### config.mk
export PLATFORM = sky130hd
export DESIGN_NAME = dff_ram_bw
export DESIGN_NICKNAME = d
export VERILOG_FILES = /design/src/rtl/dff_ram_bw.sv
export SDC_FILE = /design/constraint.sdc
export NUM_CORES = 1
export LEC_CHECK = 0
export ABC_AREA = 1
export ABC_CLOCK_PERIOD_IN_PS = 7100
export BUFFER_PORTS_ARGS = -buffer_cell sky130_fd_sc_hd__buf_2
export CORE_UTILIZATION = 35
export DETAILED_ROUTE_END_ITERATION = 8
export PLACE_DENSITY = 0.57
export SYNTH_ARGS = -nofsm -noshare
export SYNTH_HDL_FRONTEND = slang
export SYNTH_SLANG_ARGS = --single-unit
### constraint.sdc
create_clock -name clk -period 7.1 [get_ports clk]
set_clock_uncertainty 0.2 [all_clocks]
set_input_delay 1.065 -clock clk [delete_from_list [all_inputs] [get_ports clk]]
set_output_delay 1.065 -clock clk [all_outputs]
set_load 0.02 [all_outputs]
### src/rtl/dff_ram_bw.sv
// Flop-based single-port RAM with per-lane write mask and a hardware clear engine.
// Latency: reads return rdata/rvalid one cycle after the request; writes land at the request edge.
// Backpressure: ready=0 while the clear engine runs; accesses presented then are dropped.
module dff_ram_bw #(
    parameter int DEPTH = 4,
    parameter int WIDTH = 72,
    parameter int LANE  = 8,
    localparam int ADDR_W = $clog2(DEPTH)
) (
    input  logic                    clk,
    input  logic                    rst,
    input  logic                    en,
    input  logic                    wr,
    input  logic [ADDR_W-1:0]       address,
    input  logic [WIDTH/LANE-1:0]   wmask,
    input  logic [WIDTH-1:0]        wdata,
    input  logic                    clr,
    output logic [WIDTH-1:0]        rdata,
    output logic                    rvalid,
    output logic                    rerr,
    output logic                    ready
);

    localparam int NLANE = WIDTH / LANE;
    localparam logic [ADDR_W-1:0] LAST_ADDR = ADDR_W'(DEPTH - 1);
    // One extra bit so DEPTH itself is representable when it is a power of two.
    localparam logic [ADDR_W:0]   DEPTH_EXT = (ADDR_W + 1)'(DEPTH);

    typedef enum logic {S_CLEAR = 1'b0, S_IDLE = 1'b1} state_t;

    state_t              state;
    state_t              state_nxt;
    logic [ADDR_W-1:0]   ptr;
    logic                clear_wr;
    logic                do_wr;
    logic                do_rd;
    logic                in_range;
    logic [WIDTH-1:0]    rd_word;
    logic [WIDTH-1:0]    mem [DEPTH];

    // Out-of-range addresses only exist when DEPTH is not a power of two.
    assign in_range = ({1'b0, address} < DEPTH_EXT);

    // State register: reset always (re)starts the clear from word 0.
    always_ff @(posedge clk or posedge rst) begin
        if (rst) begin
            state <= S_CLEAR;
        end else begin
            state <= state_nxt;
        end
    end

    // Next state: clear runs to the last word; clr in IDLE restarts it, clr in CLEAR is ignored.
    always_comb begin
        state_nxt = state;
        case (state)
            S_CLEAR: if (ptr == LAST_ADDR) state_nxt = S_IDLE;
            S_IDLE:  if (clr)              state_nxt = S_CLEAR;
            default:                       state_nxt = S_CLEAR;
        endcase
    end

    // Outputs/strobes: clr wins over any access presented in the same cycle.
    always_comb begin
        ready    = (state == S_IDLE);
        clear_wr = (state == S_CLEAR);
        do_wr    = (state == S_IDLE) && !clr && !en && !wr;
        do_rd    = (state == S_IDLE) && !clr && !en &&  wr;
    end

    // Clear pointer: walks every word once per clear, parks at 0 otherwise.
    always_ff @(posedge clk or posedge rst) begin
        if (rst) begin
            ptr <= '0;
        end else if (clear_wr) begin
            if (ptr == LAST_ADDR) begin
                ptr <= '0;
            end else begin
                ptr <= ptr + ADDR_W'(1);
            end
        end
    end

    // Storage: no reset, contents defined by the clear engine or masked writes.
    always_ff @(posedge clk) begin
        for (int w = 0; w < DEPTH; w++) begin
            if (clear_wr && (ptr == ADDR_W'(w))) begin
                mem[w] <= '0;
            end else if (do_wr && in_range && (address == ADDR_W'(w))) begin
                for (int i = 0; i < NLANE; i++) begin
                    if (wmask[i]) begin
                        mem[w][i*LANE +: LANE] <= wdata[i*LANE +: LANE];
                    end
                end
            end
        end
    end

    // Read mux built by compare so an out-of-range address never indexes the array.
    always_comb begin
        rd_word = '0;
        for (int w = 0; w < DEPTH; w++) begin
            if (address == ADDR_W'(w)) begin
                rd_word = mem[w];
            end
        end
    end

    // Registered read port: rdata holds between reads, strobes last one cycle.
    always_ff @(posedge clk or posedge rst) begin
        if (rst) begin
            rdata  <= '0;
            rvalid <= 1'b0;
            rerr   <= 1'b0;
        end else begin
            rvalid <= do_rd;
            rerr   <= do_rd && !in_range;
            if (do_rd) begin
                rdata <= in_range ? rd_word : '0;
            end
        end
    end

endmodule

==> impl_table.tex, run 1 <==
\begin{tabular}{lr}
\hline
Metric & Value \\
\hline
\multicolumn{2}{l}{\textbf{Timing}} \\
Post-route clock period utilization & 51.4\% \\
Final number of max-transition violations & 0 \\
RSZ-0062 raised after global routing & no \\
Setup-failing EPs final & 0 \\
Shortest period the worst path allows & 3.65 ns \\
Achievable Freq & 274 MHz \\
Remaining max-slew budget at the tightest pin & 29.3\% \\
Setup TNS Final & 0 ns \\
Worst slew pin tran & 1.06 ns \\
Final Hold Vio Count & 0 \\
\multicolumn{2}{l}{\textbf{Floorplanning}} \\
Overall die area & 46,500 um\^{}2 \\
Initial core utilization & 35.8\% \\
Number of top-level design ports & 163 \\
Die H & 216 um \\
Horiz. Die Dim & 216 um \\
Core Region & 44,600 um\^{}2 \\
Rows & 77 \\
\multicolumn{2}{l}{\textbf{Clocking}} \\
Clock insertion delay at the later pin of the skew report & 0.54 ns \\
Clock tree from TritonCTS & yes \\
CTS Buf Count & 40 \\
Clock slew seen by the registers of the worst setup and hold paths & 0.06 ns \\
Count of buffers added by post-CTS timing repair for setup & 0 \\
Count of instances resized after the clock tree is built & 0 \\
Number of clock sinks seen by CTS & 364 \\
Cell at the root of the clock tree & clkbuf\_16 \\
Number of hold-repair buffers added at the cts stage & 0 \\
CTS HTree Levels & 2 \\
Number of buffers on the longest clock path & 3 \\
\multicolumn{2}{l}{\textbf{Worst setup path}} \\
WS Path Type & primary input to register \\
Most frequent cell on the critical path & buf\_4 \\
Depth of the worst register-to-register path & 5 \\
Cell-by-cell trace of the critical path & buf\_4, buf\_4, inv\_4, nor2\_8, nand4\_2, nand2\_1 \\
Buffers \& Inverters on Critical Path & 3 \\
Worst r2r src & ready\$\_DFF\_PP0\_ \\
Largest fanout of any net on the critical path & 85 \\
Required time of the critical path & 7.09 ns \\
Max stage delay on crit path & 0.76 ns \\
Crit start category & primary input \\
Kind of cell adding the most delay to the critical path & buffers and inverters \\
Arr. time, crit path & 3.64 ns \\
Endpoint of the worst register-to-register path & mem[3][20]\$\_SDFFCE\_PN0P\_ \\
Slowest cell on crit path & buf\_4 \\
Worst R2R Setup Slack & 4.19 ns \\
Element type at the critical path end & register \\
\multicolumn{2}{l}{\textbf{Final layout}} \\
Most common library cell in the layout ignoring fill and taps & nor2\_1 \\
Non-Filler Cell Area, Final & 18,500 um\^{}2 \\
Ratio of cells with drive above 1 in the final layout & 16.0\% \\
Highest-count cells in the layout ignoring fill and taps & nor2\_1, nand2\_1, edfxtp\_1 \\
Number of nets in the layout & 1,780 \\
Layout overhead on the synthesized area & 15.9\% \\
\multicolumn{2}{l}{\textbf{Synthesis}} \\
Mean instance size in the synthesized netlist & 10.3 um\^{}2 \\
Xor and xnor area share after synthesis & 0\% \\
Complex-gate fraction of the synthesized area & 2.35\% \\
Count of cell types in the netlist & 25 \\
Sequential share of the synthesized area & 66.1\% \\
Number of cells produced by synthesis & 1,545 \\
Number of synthesized register bits & 364 \\
Number of warnings printed during yosys synthesis & 0 \\
Post-synthesis mux area share & 0\% \\
Largest family of logic cells by synthesized area & simple AND/OR/NAND/NOR gates \\
Post-synth net total & 1,637 \\
Simple logic cell fraction of the synthesized area & 27.1\% \\
Adder-Cell Fraction of Synth Area & 0.313\% \\
Area of the mapped netlist & 16,000 um\^{}2 \\
\multicolumn{2}{l}{\textbf{Drt}} \\
Remaining antenna violation count & 0 \\
DRC Markers & 0 \\
Routed wire length & 41,600 um \\
TritonRoute pass-1 iters & 5 \\
Number of vias per cell & 4.84 \\
Vias & 11,200 \\
WL per Instance & 18.0 um \\
Detailed Route Iter0 Violations & 978 \\
\multicolumn{2}{l}{\textbf{Global route}} \\
GRT Resource Usage Total & 18.0\% \\
Via count of the first global-routing pass & 11,200 \\
Number of antenna violations at the first check in global routing & 1 \\
Final global-route overflow total & 0 \\
Global-route wire length before repair & 64,500 um \\
Pin count of the biggest net entering global routing & 95 \\
\multicolumn{2}{l}{\textbf{Power and ir drop}} \\
Pwr dens & 375 nW/um\^{}2 \\
Peak ir drop on the vdd network & 0.150 mV \\
Leak pwr & 8.05 nW \\
\multicolumn{2}{l}{\textbf{Run status}} \\
Result of the run & completed \\
\multicolumn{2}{l}{\textbf{Worst hold path}} \\
Worst hold path class & register to register \\
Worst min-delay path endpoint & rdata[21]\$\_DFFE\_PP0P\_ \\
Number of stages on the worst hold path & 2 \\
Origin of the worst min-delay path & rdata[21]\$\_DFFE\_PP0P\_ \\
\multicolumn{2}{l}{\textbf{Placement}} \\
Post-detail-place hpwl & 28,200 um \\
Area post-placement & 17,200 um\^{}2 \\
Number of buffer cells added on primary ports & 161 \\
Final weighted congestion in routability-driven placement & 0.825 \\
\multicolumn{2}{l}{\textbf{Run}} \\
Max cap viols & 0 \\
\hline
\end{tabular}
==> sequential cells by signal, summed over array words and instances, names as in the netlist <==
name	count
ptr	2
ready	1
rdata	72
mem	288
rvalid	1
==> worst register-to-register path: stages, from the launching register on <==
cell and delay, ns:
dfrtp_1 0.49, nand2_2 0.12, nor2_4 0.09, buf_4 0.78, nand4_2 0.47, nand2_1 0.41
==> worst max path at each step <==
stage	end	startpoint	slack, ns	depth (start not counted)
2_1_floorplan	ptr[0]$_DFFE_PP0N_	rst	3.90	1
3_3_place_gp	mem[1][22]$_SDFFCE_PN0P_	address[0]	3.05	6
3_5_place_dp	mem[1][52]$_SDFFCE_PN0P_	address[0]	2.93	6
4_1_cts	mem[1][53]$_SDFFCE_PN0P_	address[0]	3.50	6
5_1_grt	mem[1][49]$_SDFFCE_PN0P_	address[0]	3.25	6
6_report	mem[1][53]$_SDFFCE_PN0P_	address[0]	3.45	6
==> power breakdown <==
group | internal, mW | leakage (nW) | switching [mW] | total, mW
clock network | 1.18 | 0.623 | 0.832 | 2.01
registers | 3.21 | 3.64 | 0.260 | 3.47
logic | 0.367 | 3.79 | 1.11 | 1.47
==> synth_stat cells <==
cell	count	area share (%)
a21oi_1	1	0.031
buf_1	6	0.14
buf_2	28	0.88
buf_4	2	0.094
buf_6	5	0.35
buf_8	1	0.094
clkbuf_1	27	0.63
clkinv_1	1	0.023
conb_1	1	0.023
dfrtp_1	76	12
edfxtp_1	288	54
ha_1	4	0.31
inv_1	78	1.8
inv_2	2	0.047
inv_4	2	0.078
nand2_1	330	7.8
nand2_2	2	0.078
nand3_1	144	4.5
nand4_1	1	0.039
nand4_2	12	0.94
nand4_4	24	3.2
nor2_1	432	10
nor2_4	2	0.14
nor2_8	2	0.25
o21ai_0	74	2.3
==> per-stage QoR <==
step	utilization, %	setup slack (ns)	total power [mW]	cells	hold slack [ns]
4_1_cts	41.5	3.50	7.02	2312	0.276
6_report	41.5	3.45	6.95	2313	0.270
5_1_grt	41.5	3.25	7.30	2313	0.300
3_3_place_gp	38.6	3.05	4.96	2238	0.260
2_1_floorplan	-	3.90	4.38	1545	0.286
3_5_place_dp	38.6	2.93	5.00	2238	0.260
==> metal layers <==
layer | up-vias | GRT usage (%) | wire [um]
met3 | 59 | 3.14 | 2260
met1 | 5388 | 24.2 | 18300
li1 | 5434 | - | -
met4 | 0 | 4.73 | 873
met5 | - | 0 | 0
met2 | 312 | 29.8 | 20200
==> layout make-up <==
class / count / area, um^2
flip-flops and latches: 364 / 10600
well taps: 592 / 741
fillers: 4326 / 26100
inverters: 83 / 318
repair buffers: 170 / 878
clock buffers: 57 / 1130
clock inverters: 17 / 144
diodes: 1 / 2.50
multi-input cells: 1029 / 4750
==> logic make-up after synthesis <==
logic type	count (synthesis)
AND/OR/NAND/NOR	949
flip-flops	364
buffers and inverters	152
AO/OA/AOI/OAI	75
adder cells (fa/ha/maj)	4
other	1
(Power assumes the default switching activity.)
==> run 2, diff against run 1 <==
--- a/config.mk
+++ b/config.mk
@@ -6,11 +6,11 @@
 export NUM_CORES = 1
 export LEC_CHECK = 0
 export ABC_AREA = 1
-export ABC_CLOCK_PERIOD_IN_PS = 7100
+export ABC_CLOCK_PERIOD_IN_PS = 3100
 export BUFFER_PORTS_ARGS = -buffer_cell sky130_fd_sc_hd__buf_2
 export CORE_UTILIZATION = 35
 export DETAILED_ROUTE_END_ITERATION = 8
-export PLACE_DENSITY = 0.57
+export PLACE_DENSITY = 0.59
 export SYNTH_ARGS = -nofsm -noshare
 export SYNTH_HDL_FRONTEND = slang
 export SYNTH_SLANG_ARGS = --single-unit
==> constraint.sdc (replaced) <==
create_clock -name clk -period 3.1 [get_ports clk]
set_clock_uncertainty 0.2 [all_clocks]
set_input_delay 0.465 -clock clk [delete_from_list [all_inputs] [get_ports clk]]
set_output_delay 0.465 -clock clk [all_outputs]
set_load 0.02 [all_outputs]
==> run 2 against run 1 <==
Against the previous run:
- worst hold slack worse by 0.24 ns
- non-clock buffer count is 9 higher
- clock power is 140% higher
- critical path depth is 3 lower
- register-to-register slack worse by 3.4 ns
- global-route usage is 0.31 points lower
- core utilization is 0.42 points higher
- cell count is 0.22% higher
- count of clock-buffer cells in the layout is 1 higher
- sequential share of layout area is 0.57 points lower
- combinational power is 130% higher
- critical endpoint is now mem[1][41]$_SDFFCE_PN0P_
- largest cell class unchanged
- highest routed layer unchanged
==> impl_table.tex, run 2 (same netlist as run 1, synthesis figures left out) <==
\begin{tabular}{lr}
\hline
Metric & Value \\
\hline
\multicolumn{2}{l}{\textbf{Worst hold path}} \\
Worst hold path class & primary input to register (was register to register) \\
Origin of the worst min-delay path & clr (was rdata[21]\$\_DFFE\_PP0P\_) \\
Number of stages on the worst hold path & 4 (was 2) \\
Worst min-delay path endpoint & ready\$\_DFF\_PP0\_ (was rdata[21]\$\_DFFE\_PP0P\_) \\
\multicolumn{2}{l}{\textbf{Worst setup path}} \\
Endpoint of the worst register-to-register path & mem[1][41]\$\_SDFFCE\_PN0P\_ (was mem[3][20]\$\_SDFFCE\_PN0P\_) \\
Arr. time, crit path & 2.32 ns (was 3.64 ns) \\
Largest fanout of any net on the critical path & 9 (was 85) \\
Crit start category & register (was primary input) \\
Buffers \& Inverters on Critical Path & 1 (was 3) \\
Kind of cell adding the most delay to the critical path & simple AND/OR/NAND/NOR gates (was buffers and inverters) \\
Cell-by-cell trace of the critical path & clkinv\_1, nand2\_1, nand2\_1 (was buf\_4, buf\_4, inv\_4, nor2\_8, nand4\_2, nand2\_1) \\
Element type at the critical path end & register (unchanged) \\
Max stage delay on crit path & 0.66 ns (was 0.76 ns) \\
Depth of the worst register-to-register path & 3 (was 5) \\
Worst r2r src & ready\$\_DFF\_PP0\_ (unchanged) \\
Slowest cell on crit path & nand2\_1 (was buf\_4) \\
Required time of the critical path & 3.09 ns (was 7.09 ns) \\
Most frequent cell on the critical path & nand2\_1 (was buf\_4) \\
WS Path Type & register to register (was primary input to register) \\
Worst R2R Setup Slack & 0.77 ns (was 4.19 ns) \\
\multicolumn{2}{l}{\textbf{Final layout}} \\
Number of nets in the layout & 1,788 (was 1,780) \\
Reg with most FFs & mem (unchanged) \\
Layout overhead on the synthesized area & 17.1\% (was 15.9\%) \\
Highest-count cells in the layout ignoring fill and taps & nor2\_1, nand2\_1, edfxtp\_1 (unchanged) \\
Number of non-filler instances in the completed layout & 2,318 (was 2,313) \\
Storage element area & 10,600 um\^{}2 (unchanged) \\
Most common library cell in the layout ignoring fill and taps & nor2\_1 (unchanged) \\
Max reg flops & 288 (unchanged) \\
Registers with the highest flip-flop counts & mem (288), rdata (72), ptr (2) (unchanged) \\
Non-Filler Cell Area, Final & 18,700 um\^{}2 (was 18,500 um\^{}2) \\
Ratio of cells with drive above 1 in the final layout & 16.4\% (was 16.0\%) \\
Number of fill cells in the layout & 4,303 (was 4,326) \\
Multi-input logic area & 4750 um\^{}2 (unchanged) \\
\multicolumn{2}{l}{\textbf{Timing}} \\
Post-route clock period utilization & 75.2\% \\
Final number of max-transition violations & 0 (unchanged) \\
Final Hold Vio Count & 0 (unchanged) \\
Setup ws final & 0.769 ns (was 3.45 ns) \\
Worst hold slack after final layout & 0.0269 ns (was 0.270 ns) \\
RSZ-0062 raised after global routing & no (unchanged) \\
Achievable Freq & 429 MHz \\
Shortest period the worst path allows & 2.33 ns \\
Remaining max-slew budget at the tightest pin & 40.0\% (was 29.3\%) \\
Setup-failing EPs final & 0 (unchanged) \\
Setup TNS Final & 0 ns (unchanged) \\
Worst slew pin tran & 0.900 ns (was 1.06 ns) \\
\multicolumn{2}{l}{\textbf{Clocking}} \\
Number of hold-repair buffers added at the cts stage & 1 (was 0) \\
Number of buffers on the longest clock path & 3 (unchanged) \\
Clock tree from TritonCTS & yes (unchanged) \\
Clock slew seen by the registers of the worst setup and hold paths & 0.06 ns (about the same) \\
Number of clock sinks seen by CTS & 364 (unchanged) \\
CTS HTree Levels & 2 (unchanged) \\
Clock insertion delay at the later pin of the skew report & 0.54 ns (about the same) \\
Cell at the root of the clock tree & clkbuf\_16 (unchanged) \\
Count of instances resized after the clock tree is built & 0 (unchanged) \\
Count of buffers added by post-CTS timing repair for setup & 0 (unchanged) \\
CTS Buf Count & 39 (was 40) \\
\multicolumn{2}{l}{\textbf{Power and ir drop}} \\
Register share of total power & 49.3\% (was 49.9\%) \\
Sw Pwr & 5.00 mW (was 2.20 mW) \\
Internal Power & 11.2 mW (was 4.75 mW) \\
Pwr dens & 864 nW/um\^{}2 (was 375 nW/um\^{}2) \\
Leak pwr & 8.14 nW (was 8.05 nW) \\
Proportion of total power due to net switching & 31.0\% (was 31.6\%) \\
Peak ir drop on the vdd network & 0.332 mV (was 0.150 mV) \\
Combinational power share & 20.9\% (was 21.2\%) \\
Part of the power in the clock network & 29.8\% (was 29.0\%) \\
\multicolumn{2}{l}{\textbf{Drt}} \\
Routed wire length & 40,900 um (was 41,600 um) \\
WL per Instance & 17.6 um (was 18.0 um) \\
DRC Markers & 0 (unchanged) \\
TritonRoute pass-1 iters & 5 (unchanged) \\
Detailed Route Iter0 Violations & 998 (was 978) \\
Number of vias per cell & 4.86 (was 4.84) \\
Remaining antenna violation count & 0 (unchanged) \\
Vias & 11,300 (was 11,200) \\
\multicolumn{2}{l}{\textbf{Placement}} \\
Pre-CTS setup slack & 0.538 ns (was 2.93 ns) \\
Post-detail-place hpwl & 27,500 um (was 28,200 um) \\
Placed Instances & 2,246 (was 2,238) \\
Area post-placement & 17,400 um\^{}2 (was 17,200 um\^{}2) \\
Final weighted congestion in routability-driven placement & 0.821 (was 0.825) \\
Number of buffer cells added on primary ports & 161 (unchanged) \\
\multicolumn{2}{l}{\textbf{Global route}} \\
Met1 track demand over resource in global routing & 23.3\% (was 24.2\%) \\
GRT Resource Usage Total & 17.7\% (was 18.0\%) \\
Number of antenna violations at the first check in global routing & 3 (was 1) \\
Global routing usage on met3 & 2.78\% (was 3.14\%) \\
Global-route wire length before repair & 63,100 um (was 64,500 um) \\
Met2 Track Usage GR & 29.4\% (was 29.8\%) \\
Via count of the first global-routing pass & 11,100 (was 11,200) \\
Final global-route overflow total & 0 (unchanged) \\
Global routing's busiest layer & met2 (unchanged) \\
Pin count of the biggest net entering global routing & 95 (unchanged) \\
\multicolumn{2}{l}{\textbf{Floorplanning}} \\
Overall die area & 46,500 um\^{}2 (unchanged) \\
Initial core utilization & 35.8\% (unchanged) \\
Die H & 216 um (unchanged) \\
Horiz. Die Dim & 216 um (unchanged) \\
Number of top-level design ports & 163 (unchanged) \\
Core Region & 44,600 um\^{}2 (unchanged) \\
Rows & 77 (unchanged) \\
\multicolumn{2}{l}{\textbf{Run}} \\
Max cap viols & 0 (unchanged) \\
\multicolumn{2}{l}{\textbf{Run status}} \\
Result of the run & completed (unchanged) \\
\hline
\end{tabular}
==> run 2: changes by cell type in the layout (fill, tap and decap cells not counted), moves of 2 or more <==
cell / change
bufinv_16: +2
inv_6: -2
clkbuf_8: +2
buf_12: +5
clkinv_1: -3
buf_4: +2
clkbuf_1: -2
==> run 2: layer usage <==
metal | vias up | part of all wire, % | routed length, um
met1 | 5420 | 43 | 17800
met5 | - | 0 | 0
met2 | 335 | 48 | 19700
li1 | 5448 | - | -
met4 | 0 | 2.6 | 1070
met3 | 66 | 5.6 | 2310
==> run 2: cell type report <==
type,instances,share of cell area (%)
tap,592,3.96
inverter,83,1.70
clock inverter,11,0.823
timing repair buffer,179,5.39
sequential,364,56.4
clock buffer,58,6.26
multi-input combinational,1029,25.4
antenna,2,0.0268
==> run 2: worst max path at each step <==
stage                    startpoint                       end  slack (ns)  depth (start not counted)
CTS                 ready$_DFF_PP0_  mem[1][41]$_SDFFCE_PN0P_        0.78                          3
global route        ready$_DFF_PP0_  mem[1][68]$_SDFFCE_PN0P_        0.69                          3
detailed placement       address[1]  mem[0][41]$_SDFFCE_PN0P_        0.54                          5
global placement         address[1]  mem[0][18]$_SDFFCE_PN0P_        0.59                          5
finish              ready$_DFF_PP0_  mem[1][41]$_SDFFCE_PN0P_        0.77                          3
floorplan                       rst        ptr[0]$_DFFE_PP0N_        0.50                          1
==> run 2: metrics by stage <==
stage,total power [mW],utilization (%)
floorplan,10.0,-
global placement,11.4,38.9
detailed placement,11.5,38.9
CTS,16.3,41.9
global route,17.0,41.9
finish,16.2,41.9
==> run 2: worst min-delay path, cell delays in order <==
cell and delay, ns:
buf_2 0.08, inv_1 0.05, nand2_2 0.08, nand2_1 0.05
==> run 2: power by group through the flow <==
stage | registers [mW] | clock network [mW] | logic [mW]
2_1_floorplan | 8.47 | 0 | 1.56
3_3_place_gp | 8.04 | 0 | 3.37
3_5_place_dp | 8.05 | 0 | 3.43
4_1_cts | 7.98 | 4.91 | 3.45
5_1_grt | 8.14 | 5.10 | 3.75
6_report | 7.96 | 4.81 | 3.38
